[src/rtl/seq_alu_if.sv]
// Request/result handshake bundle for seq_alu: operands and opcode in, result and flags out.
interface seq_alu_if #(
    parameter int WIDTH = 8
);
    logic             in_valid;
    logic             in_ready;
    logic [WIDTH-1:0] a;
    logic [WIDTH-1:0] b;
    logic [3:0]       sel;
    logic             out_valid;
    logic             out_ready;
    logic [WIDTH-1:0] y;
    logic [WIDTH-1:0] y_hi;
    logic             carry_out;
    logic             zero;
    logic             overflow;
    logic             err;

    modport master (
        output in_valid, a, b, sel, out_ready,
        input  in_ready, out_valid, y, y_hi, carry_out, zero, overflow, err
    );

    modport slave (
        input  in_valid, a, b, sel, out_ready,
        output in_ready, out_valid, y, y_hi, carry_out, zero, overflow, err
    );
endinterface

[src/rtl/seq_alu.sv]
// Sequential ALU with valid/ready handshake and a registered result/flag stage.
// Define SEQ_ALU_MUL_EN to build in the WIDTH-cycle shift-add multiplier for sel=1000.
module seq_alu #(
    parameter int WIDTH = 8
) (
    input  logic     clk,
    input  logic     rst_n,
    seq_alu_if.slave bus
);
    localparam logic [3:0] OP_ADD = 4'b0000;
    localparam logic [3:0] OP_SUB = 4'b0001;
    localparam logic [3:0] OP_AND = 4'b0010;
    localparam logic [3:0] OP_OR  = 4'b0011;
    localparam logic [3:0] OP_XOR = 4'b0100;
    localparam logic [3:0] OP_NOT = 4'b0101;
    localparam logic [3:0] OP_INC = 4'b0110;
    localparam logic [3:0] OP_DEC = 4'b0111;
    localparam logic [WIDTH-1:0] ONE_W  = {{(WIDTH-1){1'b0}}, 1'b1};
    localparam logic [WIDTH-1:0] ZERO_W = {WIDTH{1'b0}};

    logic             out_valid_q;
    logic [WIDTH-1:0] y_q;
    logic [WIDTH-1:0] y_hi_q;
    logic             carry_q;
    logic             zero_q;
    logic             ovf_q;
    logic             err_q;

    logic             in_ready_s;
    logic             accept_s;
    logic             out_free_s;
    logic [WIDTH-1:0] alu_y_s;
    logic             alu_c_s;
    logic             alu_v_s;
    logic             alu_e_s;
    logic             load_s;
    logic [WIDTH-1:0] ld_y_s;
    logic [WIDTH-1:0] ld_hi_s;
    logic             ld_c_s;
    logic             ld_v_s;
    logic             ld_e_s;

    assign out_free_s = !out_valid_q || bus.out_ready;
    assign accept_s   = bus.in_valid && in_ready_s;

    // Single-cycle operations, evaluated on the live operands at the accepting edge.
    always_comb begin
        alu_y_s = ZERO_W;
        alu_c_s = 1'b0;
        alu_v_s = 1'b0;
        alu_e_s = 1'b0;
        case (bus.sel)
            OP_ADD: begin
                {alu_c_s, alu_y_s} = {1'b0, bus.a} + {1'b0, bus.b};
                alu_v_s = (bus.a[WIDTH-1] == bus.b[WIDTH-1]) && (alu_y_s[WIDTH-1] != bus.a[WIDTH-1]);
            end
            OP_SUB: begin
                alu_y_s = bus.a - bus.b;
                alu_c_s = bus.a < bus.b;
                alu_v_s = (bus.a[WIDTH-1] != bus.b[WIDTH-1]) && (alu_y_s[WIDTH-1] != bus.a[WIDTH-1]);
            end
            OP_AND: alu_y_s = bus.a & bus.b;
            OP_OR:  alu_y_s = bus.a | bus.b;
            OP_XOR: alu_y_s = bus.a ^ bus.b;
            OP_NOT: alu_y_s = ~bus.a;
            OP_INC: begin
                alu_y_s = bus.a + ONE_W;
                alu_c_s = &bus.a;
                alu_v_s = !bus.a[WIDTH-1] && alu_y_s[WIDTH-1];
            end
            OP_DEC: begin
                alu_y_s = bus.a - ONE_W;
                alu_c_s = (bus.a == ZERO_W);
                alu_v_s = bus.a[WIDTH-1] && !alu_y_s[WIDTH-1];
            end
            default: alu_e_s = 1'b1;
        endcase
    end

`ifdef SEQ_ALU_MUL_EN
    localparam logic [3:0] OP_MUL = 4'b1000;
    localparam int CW = $clog2(WIDTH);
    localparam logic [CW-1:0] CNT_LAST = CW'(WIDTH - 1);
    localparam logic [CW-1:0] CNT_ONE  = {{(CW-1){1'b0}}, 1'b1};
    localparam logic [CW-1:0] CNT_ZERO = {CW{1'b0}};

    typedef enum logic {
        IDLE = 1'b0,
        BUSY = 1'b1
    } state_t;

    state_t             state_q;
    logic [CW-1:0]      cnt_q;
    logic [WIDTH-1:0]   mcand_q;
    logic [2*WIDTH-1:0] prod_q;
    logic [2*WIDTH-1:0] prod_step_s;
    logic [WIDTH:0]     psum_s;
    logic               mul_go_s;
    logic               mul_done_s;

    assign in_ready_s = (state_q == IDLE) && out_free_s;
    assign mul_go_s   = accept_s && (bus.sel == OP_MUL);
    assign mul_done_s = (state_q == BUSY) && (cnt_q == CNT_ZERO) && out_free_s;

    // prod_q = {partial sum, unconsumed multiplier bits}; add on the LSB, then shift right.
    always_comb begin
        if (prod_q[0]) begin
            psum_s = {1'b0, prod_q[2*WIDTH-1:WIDTH]} + {1'b0, mcand_q};
        end else begin
            psum_s = {1'b0, prod_q[2*WIDTH-1:WIDTH]};
        end
        prod_step_s = {psum_s, prod_q[WIDTH-1:1]};
    end

    // Multiplier FSM: latch operands, step one bit per cycle, retire when the result can load.
    always_ff @(posedge clk or negedge rst_n) begin
        if (!rst_n) begin
            state_q <= IDLE;
            cnt_q   <= CNT_ZERO;
            mcand_q <= ZERO_W;
            prod_q  <= {(2*WIDTH){1'b0}};
        end else begin
            case (state_q)
                IDLE: begin
                    if (mul_go_s) begin
                        state_q <= BUSY;
                        cnt_q   <= CNT_LAST;
                        mcand_q <= bus.a;
                        prod_q  <= {ZERO_W, bus.b};
                    end
                end
                BUSY: begin
                    if (cnt_q != CNT_ZERO) begin
                        prod_q <= prod_step_s;
                        cnt_q  <= cnt_q - CNT_ONE;
                    end else if (out_free_s) begin
                        prod_q  <= prod_step_s;
                        state_q <= IDLE;
                    end
                end
                default: state_q <= IDLE;
            endcase
        end
    end
`else
    assign in_ready_s = out_free_s;
`endif

    // Pick the result (if any) that enters the output register this cycle.
    always_comb begin
        load_s  = accept_s;
        ld_y_s  = alu_y_s;
        ld_hi_s = ZERO_W;
        ld_c_s  = alu_c_s;
        ld_v_s  = alu_v_s;
        ld_e_s  = alu_e_s;
`ifdef SEQ_ALU_MUL_EN
        if (mul_done_s) begin
            load_s  = 1'b1;
            ld_y_s  = prod_step_s[WIDTH-1:0];
            ld_hi_s = prod_step_s[2*WIDTH-1:WIDTH];
            ld_c_s  = |prod_step_s[2*WIDTH-1:WIDTH];
            ld_v_s  = 1'b0;
            ld_e_s  = 1'b0;
        end else begin
            load_s = accept_s && !mul_go_s;
        end
`endif
    end

    // Output register: load only when empty or draining, otherwise hold until consumed.
    always_ff @(posedge clk or negedge rst_n) begin
        if (!rst_n) begin
            out_valid_q <= 1'b0;
            y_q         <= ZERO_W;
            y_hi_q      <= ZERO_W;
            carry_q     <= 1'b0;
            zero_q      <= 1'b0;
            ovf_q       <= 1'b0;
            err_q       <= 1'b0;
        end else if (load_s) begin
            out_valid_q <= 1'b1;
            y_q         <= ld_y_s;
            y_hi_q      <= ld_hi_s;
            carry_q     <= ld_c_s;
            zero_q      <= (ld_y_s == ZERO_W) && (ld_hi_s == ZERO_W);
            ovf_q       <= ld_v_s;
            err_q       <= ld_e_s;
        end else if (bus.out_ready) begin
            out_valid_q <= 1'b0;
        end
    end

    assign bus.in_ready  = in_ready_s;
    assign bus.out_valid = out_valid_q;
    assign bus.y         = y_q;
    assign bus.y_hi      = y_hi_q;
    assign bus.carry_out = carry_q;
    assign bus.zero      = zero_q;
    assign bus.overflow  = ovf_q;
    assign bus.err       = err_q;
endmodule

[src/flat_wrapper.sv]
// flat-port wrapper written by rule: the top's interface ports become plain ports
module seq_alu_flat 
#(
    parameter int WIDTH = 8
)
  (clk, rst_n, bus_in_valid, bus_a, bus_b, bus_sel, bus_out_ready, bus_in_ready, bus_out_valid, bus_y, bus_y_hi, bus_carry_out, bus_zero, bus_overflow, bus_err);
  seq_alu_if #(.WIDTH(WIDTH)) bus_i ();
  input  logic clk;
  input  logic rst_n;
  input wire logic [$bits(bus_i.in_valid)-1:0] bus_in_valid;
  input wire logic [$bits(bus_i.a)-1:0] bus_a;
  input wire logic [$bits(bus_i.b)-1:0] bus_b;
  input wire logic [$bits(bus_i.sel)-1:0] bus_sel;
  input wire logic [$bits(bus_i.out_ready)-1:0] bus_out_ready;
  output wire logic [$bits(bus_i.in_ready)-1:0] bus_in_ready;
  output wire logic [$bits(bus_i.out_valid)-1:0] bus_out_valid;
  output wire logic [$bits(bus_i.y)-1:0] bus_y;
  output wire logic [$bits(bus_i.y_hi)-1:0] bus_y_hi;
  output wire logic [$bits(bus_i.carry_out)-1:0] bus_carry_out;
  output wire logic [$bits(bus_i.zero)-1:0] bus_zero;
  output wire logic [$bits(bus_i.overflow)-1:0] bus_overflow;
  output wire logic [$bits(bus_i.err)-1:0] bus_err;
  assign bus_i.in_valid = bus_in_valid;
  assign bus_i.a = bus_a;
  assign bus_i.b = bus_b;
  assign bus_i.sel = bus_sel;
  assign bus_i.out_ready = bus_out_ready;
  assign bus_in_ready = bus_i.in_ready;
  assign bus_out_valid = bus_i.out_valid;
  assign bus_y = bus_i.y;
  assign bus_y_hi = bus_i.y_hi;
  assign bus_carry_out = bus_i.carry_out;
  assign bus_zero = bus_i.zero;
  assign bus_overflow = bus_i.overflow;
  assign bus_err = bus_i.err;
  seq_alu #(.WIDTH(WIDTH)) u_core (.clk(clk), .rst_n(rst_n), .bus(bus_i));
endmodule
[config.mk]
export PLATFORM = sky130hd
export DESIGN_NAME = seq_alu_flat
export DESIGN_NICKNAME = d
export VERILOG_FILES = /design/src/rtl/seq_alu_if.sv /design/src/rtl/seq_alu.sv /design/src/flat_wrapper.sv
export SDC_FILE = /design/constraint.sdc
export NUM_CORES = 1
export LEC_CHECK = 0
export BUFFER_PORTS_ARGS = -buffer_cell sky130_fd_sc_hd__buf_4
export CAP_MARGIN = 30
export CORE_UTILIZATION = 35
export CTS_CLUSTER_SIZE = 14
export DETAILED_ROUTE_END_ITERATION = 12
export GPL_TIMING_DRIVEN = 1
export SETUP_SLACK_MARGIN = 0.4
export SLEW_MARGIN = 20
export SYNTH_ARGS = -nofsm -noshare
export SYNTH_HDL_FRONTEND = slang
export SYNTH_SLANG_ARGS = --single-unit
[constraint.sdc]
create_clock -name clk -period 2.8 [get_ports clk]
set_input_delay 0.14 -clock clk [delete_from_list [all_inputs] [get_ports clk]]
set_output_delay 0.14 -clock clk [all_outputs]
set_load 0.01 [all_outputs]
==> run summary, run 1 <==
Launch instance of the worst min-delay path: bus_in_valid. The detailed router placed 2,142 vias in this run. No sink is reached through more buffers than the 2 on the longest clock path. Fill cells in the final layout number 640. The reg-to-reg critical path startpoint is u_core.bus.out_valid$_DFFE_PN0P_. Subtracting the final worst setup slack from the clock period gives 2.23 ns. The I/O pin count is 46. The number of antenna diodes in the final layout is 0.

The final critical-path share of the clock period is 0.796. The final count of negative-setup-slack endpoints is 0, and the count of flip-flops with a built-in enable after synthesis is 0. The final worst clock skew was 0.000495 ns. The share of synthesized flip-flops with an asynchronous set or reset is 1.00.

STA puts the critical path data required time at 2.95 ns. The tools report the clock tree root buffer cell as clkbuf_8. In this design, the stage delay of the slowest critical-path cell is 0.42 ns.

The leading register cell type out of synthesis is dfrtp_1. From synthesis to final layout, the design area changed by 14.5%. The floorplan has 28 rows.

The run gives 0.501 as the relative max-transition margin. Setup repair after global routing could not meet its margin everywhere. The largest area contributor in the synthesized netlist is ha_1.

The initial standard-cell utilization of the core is 0.370, and the final cell area excluding filler cells is 2550 sq um. The die span in y is 81.8 um, and the overflow left after global routing is 0. STA classifies the critical path startpoint as an input port. The tools report the global placer's final weighted congestion as 0.917.

For hold timing, the worst endpoint is u_core.bus.out_valid$_DFFE_PN0P_. For this run, the top clock speed supported by timing is 0.449 GHz. The worst hold path belongs to the class in2reg. The netlist uses 70 different library cells. The detailed router finished its first iteration with 195 violations. The count of final max-slew check failures is 0, and the yosys synthesis warning count is 0.

For the register area share after synthesis, the log shows 0.146. The endpoint identified for the worst register-to-register timing path is u_core.bus.carry_out$_DFFE_PN0P_. TritonCTS built the clock tree. Port buffering added 37 buffers.

The final wirelength is 6060 um, and the largest fanout of any net on the critical path is 8. Buffers inserted during clock tree synthesis total 3. The number of setup buffers added after CTS was 0. Entering global routing, the biggest net connects 34 pins. The first detailed-routing pass took 4 iterations. The clock-pin slew of the registers on the worst-case setup and hold paths came out at 0.05 ns. Dividing the detail-routed via count by the number of cells gives 5.58.

Sorting the synthesized cells by area gives the leading types as ha_1 (17%), dfrtp_1 (15%), inv_1 (4.0%), xnor2_1 (3.5%), buf_4 (3.4%). The share of the synthesized area in the top cell type is 0.168, and the register-to-register setup slack is 1.21 ns. The number of failing hold endpoints at the final stage was 0. The flop and latch count out of synthesis came out at 13. The run gives 0.000223 V as the worst IR drop on VDD.

The run finished with clean final reports. The average instance in the mapped netlist occupies 7.93 sq um. The H-tree depth is 1, and the max-cap check violation count is 0.

For the final antenna-violating net count, the log shows 0. The first global-routing pass estimated 10,000 um of wire. The sum of negative setup slack came out at 0 ns.

The tools report the DRC violation count after routing as 0. The via count of the first global-routing pass is 2,031, and the transition time of the tightest slew-check pin is 0.746 ns. The leakage component of the power came out at 1.17 nW. In this run the standard cell core region covers 6030 sq um. The fraction of final layout cells sized beyond drive strength 1 works out to 0.194.

The netlist area before placement was 2230 sq um. The die extent in x is 81.8 um. Once detailed placement completed, the half-perimeter wirelength came to 4820 um. The tools report the aggregate global-route resource usage as 0.192. Walking the worst path, the cells encountered are buf_4 -> inv_1 -> ha_1 -> fa_1 -> o21bai_1 -> a21oi_1 -> o21ai_0 -> xnor2_1 -> a221oi_1 -> nand4_1 -> o31ai_2.

Once placement finished, the instance area stood at 2480 sq um. The die covers 6690 sq um. At the worst endpoint, the arrival time is 2.38 ns.

The number of antenna violations at the first check in global routing is 0. The worst-case reg-to-reg path depth is 4. The power density of the placed cells was 314 nW/um^2.

The hold-critical path depth works out to 2. Dividing the detail-routed wire length by the instance count gives 15.8 um. Synthesis handed over a netlist of 281 instances.

For the worst-skew pair, the clock arrives at the later sink with an insertion delay of 0.23 ns. The tree built by TritonCTS fans out to 13 sinks. The net count of the finished layout is 365.

The worst setup path is captured at a register. The worst setup path is of the in2reg kind. The slowest stage of the critical path is the fa_1 cell.
## state kept, by name, summed over array words and instances (netlist names)
name                  flops
u_core.bus.carry_out      1
u_core.bus.y              8
u_core.bus.overflow       1
u_core.bus.out_valid      1
u_core.bus.err            1
u_core.bus.zero           1
## area by class of cell
class	count	area, sq um	area share
timing repair buffer	39	295	0.116
sequential	13	325	0.127
clock buffer	4	45.0	0.0176
tap	75	93.8	0.0367
multi-input combinational	228	1700	0.666
inverter	25	93.8	0.0367
## routing by layer
metal / share of wire / up-vias / wire length (um) / global-route usage
met5: 0 / - / 0 / 0
met4: 0.0068 / 0 / 41 / 0.0386
met3: 0.046 / 4 / 280 / 0.00333
met2: 0.46 / 65 / 2810 / 0.313
met1: 0.48 / 1005 / 2930 / 0.280
li1: - / 1068 / - / -
## timing repair
item,4_1_cts,5_1_grt
hold buffers,1,0
setup endpoints to repair,0,4
resized for setup,0,4
endpoints found under the hold margin,13,0
## cell usage after synthesis, drive strengths merged (4+ instances only)
cell and number:
ha 30, a21oi 14, a211oi 6, buf 16, nand3 4, clkbuf 6, o22ai 8, nand2 18
a221oi 5, xnor2 9, inv 25, dfrtp 13, nor2 17, and3 6, nand2b 7, nand4 5
nor3 12, a31oi 4, o21ai 17
## worst max-delay path: cells and delay by family
kind,cells,cell delay (ns)
XOR/XNOR,1,0.09
AND/OR/NAND/NOR,1,0.17
AO/OA/AOI/OAI,5,1.04
adder cells (fa/ha/maj),2,0.67
buffers and inverters,2,0.26
## report_power, final
part / internal, W / total (W) / switching (W)
Sequential: 0.000215 / 0.000228 / 0.0000136
Clock: 0.000100 / 0.000161 / 0.0000610
Combinational: 0.000181 / 0.000412 / 0.000231
Total: 0.000496 / 0.000801 / 0.000306
## worst max path at each step
stage	startpoint	end
2_1_floorplan	bus_a[3]	u_core.bus.y[7]$_DFFE_PN0P_
5_1_grt	bus_a[0]	u_core.bus.zero$_DFFE_PN0P_
4_1_cts	bus_a[4]	u_core.bus.y[7]$_DFFE_PN0P_
3_5_place_dp	bus_a[4]	u_core.bus.y[7]$_DFFE_PN0P_
6_report	bus_a[0]	u_core.bus.zero$_DFFE_PN0P_
3_3_place_gp	bus_a[4]	u_core.bus.y[7]$_DFFE_PN0P_
## per-stage QoR
stage / total power [W] / setup slack [ns] / hold WS (ns) / utilization / instances
global placement: 0.000635 / 0.272 / -0.00679 / 0.412 / 379
CTS: 0.000802 / 0.465 / 0.101 / 0.422 / 384
finish: 0.000801 / 0.572 / 0.110 / 0.424 / 384
floorplan: 0.000505 / 0.556 / -0.156 / - / 288
global route: 0.000867 / 0.392 / 0.116 / 0.424 / 384
detailed placement: 0.000635 / 0.233 / -0.00801 / 0.412 / 379
## cells by family after synthesis
kind of cell	Yosys count	synth area share
AO/OA/AOI/OAI	83	0.274
XOR/XNOR	11	0.0432
adder cells (fa/ha/maj)	31	0.177
buffers and inverters	47	0.109
flip-flops	13	0.146
multiplexers	6	0.0286
other	1	0.00168
AND/OR/NAND/NOR	89	0.220
## cells in the final DEF (no fill, tap or decap), types with 3 or more instances in the layout
master / n
buf_4: 38
ha_1: 29
inv_1: 24
nand2_1: 18
nor2_1: 17
o21ai_0: 15
a21oi_1: 14
dfrtp_1: 13
nor3_1: 11
xnor2_1: 9
o22ai_1: 8
conb_1: 8
nand2b_1: 7
and3_1: 6
nand4_1: 5
a211oi_1: 5
nand3_1: 4
a31oi_1: 4
a221oi_1: 4
nor2b_1: 3
mux2i_1: 3
mux2_2: 3
a221o_1: 3
clkbuf_8: 3
(Power assumes the default switching activity.)
==> inputs of run 2 (changes only) <==
ABC_AREA = 1   (was default)
clock period = 2 ns   (was 2.8 ns; I/O delays follow)
==> run 2 against run 1 <==
  * Clock power is 40% higher
  * Register-to-register slack worse by 0.51 ns
  * Synthesized area is 2.5% higher
  * Critical path depth is 3 higher
  * Clock-buffer cell count stayed put
  * Non-clock buffer count is 16 higher
  * Critical path type unchanged
==> run summary, run 2 <==
The critical path's largest stage delay was 0.56 ns. Part of the power in registers: 0.270. For the worst setup path, the data arrival time is 1.69 ns. The count of final max-slew check failures is 0. The floorplan step set the die width to 82.8 um.

The overflow left after global routing came out at 0. The synthesized design contains 0 enable-type register cells. The kind of end point of the critical path is a register.

Along the worst path, the maximum fanout reaches 6. The die span in y is 82.8 um, and the data required time at the worst endpoint is 2.18 ns. Summing over every cut layer, the via total after detailed routing is 2,630.

Relative to the synthesized area, the layout overhead comes to 32.0%. The net switching fraction of the power was 0.404. In the synthesized netlist the dominant register cell turns out to be dfrtp_1. The run gives 508 as the number of nets at the end of the flow. Among cell families on the critical path, the largest total delay comes from adder cells. The kind of critical path is in2reg. The number of detailed-routing iterations run before antenna repair was 4; the yosys synthesis warning count was 0.

Port buffering added 37 buffers. In this run, the number of DRC markers left after iteration 0 of detailed routing was 183. In this run the count of I/O pins placed on the die edge is 46.

The run gives 0 as the number of failing hold endpoints at the final stage. The fraction of final layout cells sized beyond drive strength 1 is 0.235. The largest area contributor in the synthesized netlist is nand2_1. The die covers 6860 sq um. The tools report the share of total power in combinational logic as 0.541.

The region available for standard cell placement spans 6310 sq um. After floorplanning, the core was divided into 29 placement rows. For this design the total switching power over the nets is 0.000480 W. The register area share after synthesis was 0.142; the final critical-path share of the clock period was 0.755. Cell with the most instances on the worst path: nand2_1. At the end of routability-driven placement, the weighted congestion stood at 0.873.

In this run the cell area of the synthesized design comes to 2280 sq um. Worst path setup slack after routing: 0.490 ns. Adding up every negative setup slack in the final design gives 0 ns. The share of the synthesized area in the top cell type was 0.202.

The path type of the worst min-delay path was in2reg. Clock skew on the completed layout was measured at 0.000335 ns. In the layout the commonest cells are nand2_1 (115), nand3_1 (56), buf_4 (49), inv_1 (46), nor2_1 (38). In this run, distinct cell masters in the synthesized netlist total 27. The number of antenna violations at the first check in global routing is 0, and the power density of the placed cells is 393 nW/um^2. After clock tree synthesis, the clock-pin slew on the worst setup and hold paths is 0.05 ns.

The routed wirelength normalized by instance count was 12.9 um; the global-route wire length before repair was 10,500 um. After synthesis, the most frequently instantiated cells are nand2_1 (123), nand3_1 (60), inv_1 (54). The number of buffers and inverters on the critical path is 3. The initial standard-cell utilization of the core was 0.362; the deepest clock path buffer count was 2. The tools report the number of sinks handled by clock tree synthesis as 13. The tools report the element type at the critical path start as an input port. Internal power consumption: 0.000707 W.

Setup repair after global routing could not meet its margin everywhere. The flip-flop count of the largest register after layout was 8. The via count of the first global-routing pass is 2,259, and the H-tree depth is 1. After detailed routing, the number of vias per cell comes to 4.97. The repair_antennas step left the layout with diodes totalling 0. Synthesis produced 399 cells. TritonCTS created 3 clock buffers. For the maximum number of pins on one net before global-route repair, the log shows 15. Yosys instantiated no cell more often than nand2_1. The shortest period the worst path allows was 1.51 ns; the minimum setup slack after placement was 0.109 ns.

The share of synthesized flip-flops with an asynchronous set or reset was 1.00; the average cell area after synthesis was 5.73 sq um. The logs give 0 for the max-cap check violation count and 0.23 ns for the worst-skew pair later-pin latency. The HPWL after detailed placement is 5460 um. The power share of the clock group was 0.189. Timing would allow up to 0.662 GHz. Final count of negative-setup-slack endpoints: 0. Flop and latch count out of synthesis: 13. The aggregate global-route resource usage was 0.200.

Standard cell with the maximum stage delay on the critical path: fa_2. The tools report the final wirelength as 6820 um. Traced cell by cell, the critical path runs through buf_12 -> clkinv_8 -> ha_4 -> fa_2 -> inv_2 -> nand2_2 -> nand2_2 -> nor2_2 -> nand2_1 -> nor2_1 -> nand2_1 -> nor2_1 -> nand3_1 -> nand2_1.

For the leakage component of the power, the log shows 1.59 nW. By area the synthesized netlist is led by nand2_1 (20%), ha_1 (16%), dfrtp_1 (14%), nand3_1 (13%), inv_1 (8.9%). Final antenna-violating net count: 0.

TritonCTS built the clock tree. In the routed design, unresolved DRC markers number 0. The flow ran to the end, and the final reports show no timing, DRC or antenna violations.

IR analysis of the VDD net gives a maximum drop of 0.000397 V. Leaving out fill and tap cells, the most frequent cell in the layout is nand2_1. The clock tree root buffer cell is clkbuf_8.
run 2: cell types whose count changed after synthesis, moves of 4 or more:
cell,delta
and3_1,-5
nand3_1,+56
nand2_1,+105
nand2b_1,-7
nor3_1,-7
inv_1,+30
a221oi_1,-4
a211oi_1,-5
clkbuf_1,-4
nor2_1,+31
o22ai_1,-8
xnor2_1,-9
run 2: final timing paths:
kind / slack (ns) / to / start / cells past startpoint
hold reg to reg: 0.48 / u_core.bus.y[6]$_DFFE_PN0P_ / u_core.bus.y[6]$_DFFE_PN0P_ / 2
min in group asynchronous: 0.24 / u_core.bus.y[2]$_DFFE_PN0P_ / rst_n / 2
hold / removal: 0.14 / u_core.bus.out_valid$_DFFE_PN0P_ / bus_out_ready / 4
setup / recovery: 0.49 / u_core.bus.zero$_DFFE_PN0P_ / bus_a[0] / 14
max in group asynchronous: 1.60 / u_core.bus.y[7]$_DFFE_PN0P_ / rst_n / 2
setup reg to reg: 0.70 / u_core.bus.zero$_DFFE_PN0P_ / u_core.bus.out_valid$_DFFE_PN0P_ / 7
run 2: per-layer routing:
| layer | track usage | vias to the layer above | share of wire | routed length [um] |
|---|---|---|---|---|
| li1 | - | 1359 | - | - |
| met1 | 0.270 | 1188 | 0.47 | 3190 |
| met2 | 0.338 | 75 | 0.46 | 3170 |
| met3 | 0.00546 | 8 | 0.048 | 329 |
| met4 | 0.0759 | 0 | 0.018 | 125 |
| met5 | 0 | - | 0 | 0 |
run 2: cell families after synthesis:
group,synth area share
AND/OR/NAND/NOR,0.472
buffers and inverters,0.127
AO/OA/AOI/OAI,0.0761
adder cells (fa/ha/maj),0.173
flip-flops,0.142
XOR/XNOR,0.00767
other,0.00164
run 2: tightest hold or removal path, cell delays in order:
cell	delay (ns)
buf_4	0.07
inv_1	0.03
nand2_1	0.08
nand2_1	0.06
run 2: stage by stage:
stage	hold WS [ns]	instance area (sq um)	cells	utilization	total power [W]
floorplan	-0.196	2310	406	-	0.000665
global placement	-0.0486	2660	515	0.422	0.000867
detailed placement	-0.0474	2660	515	0.422	0.000868
CTS	0.139	2740	520	0.434	0.00111
global route	0.188	3020	529	0.478	0.00130
finish	0.143	3020	529	0.478	0.00119
run 2: repair_timing:
action	4_1_cts	5_1_grt
buffers inserted	0	9
hold buffers	1	0
endpoints found under the hold margin	13	0
setup endpoints to repair	1	8
pin swaps	0	22
resized for setup	7	61
run 2: cell type report:
cell class | instances | area [sq um]
inverters | 55 | 233
multi-input cells | 325 | 1870
flip-flops and latches | 13 | 325
repair buffers | 55 | 447
well taps | 77 | 96.3
fillers | 671 | 3300
clock buffers | 4 | 45.0
run 2: power by group through the flow:
stage / Combinational [W] / Sequential, W / Clock, W
global placement: 0.000542 / 0.000325 / 0
floorplan: 0.000323 / 0.000342 / 0
detailed placement: 0.000543 / 0.000325 / 0
CTS: 0.000553 / 0.000321 / 0.000232
finish: 0.000642 / 0.000320 / 0.000225
global route: 0.000721 / 0.000326 / 0.000254
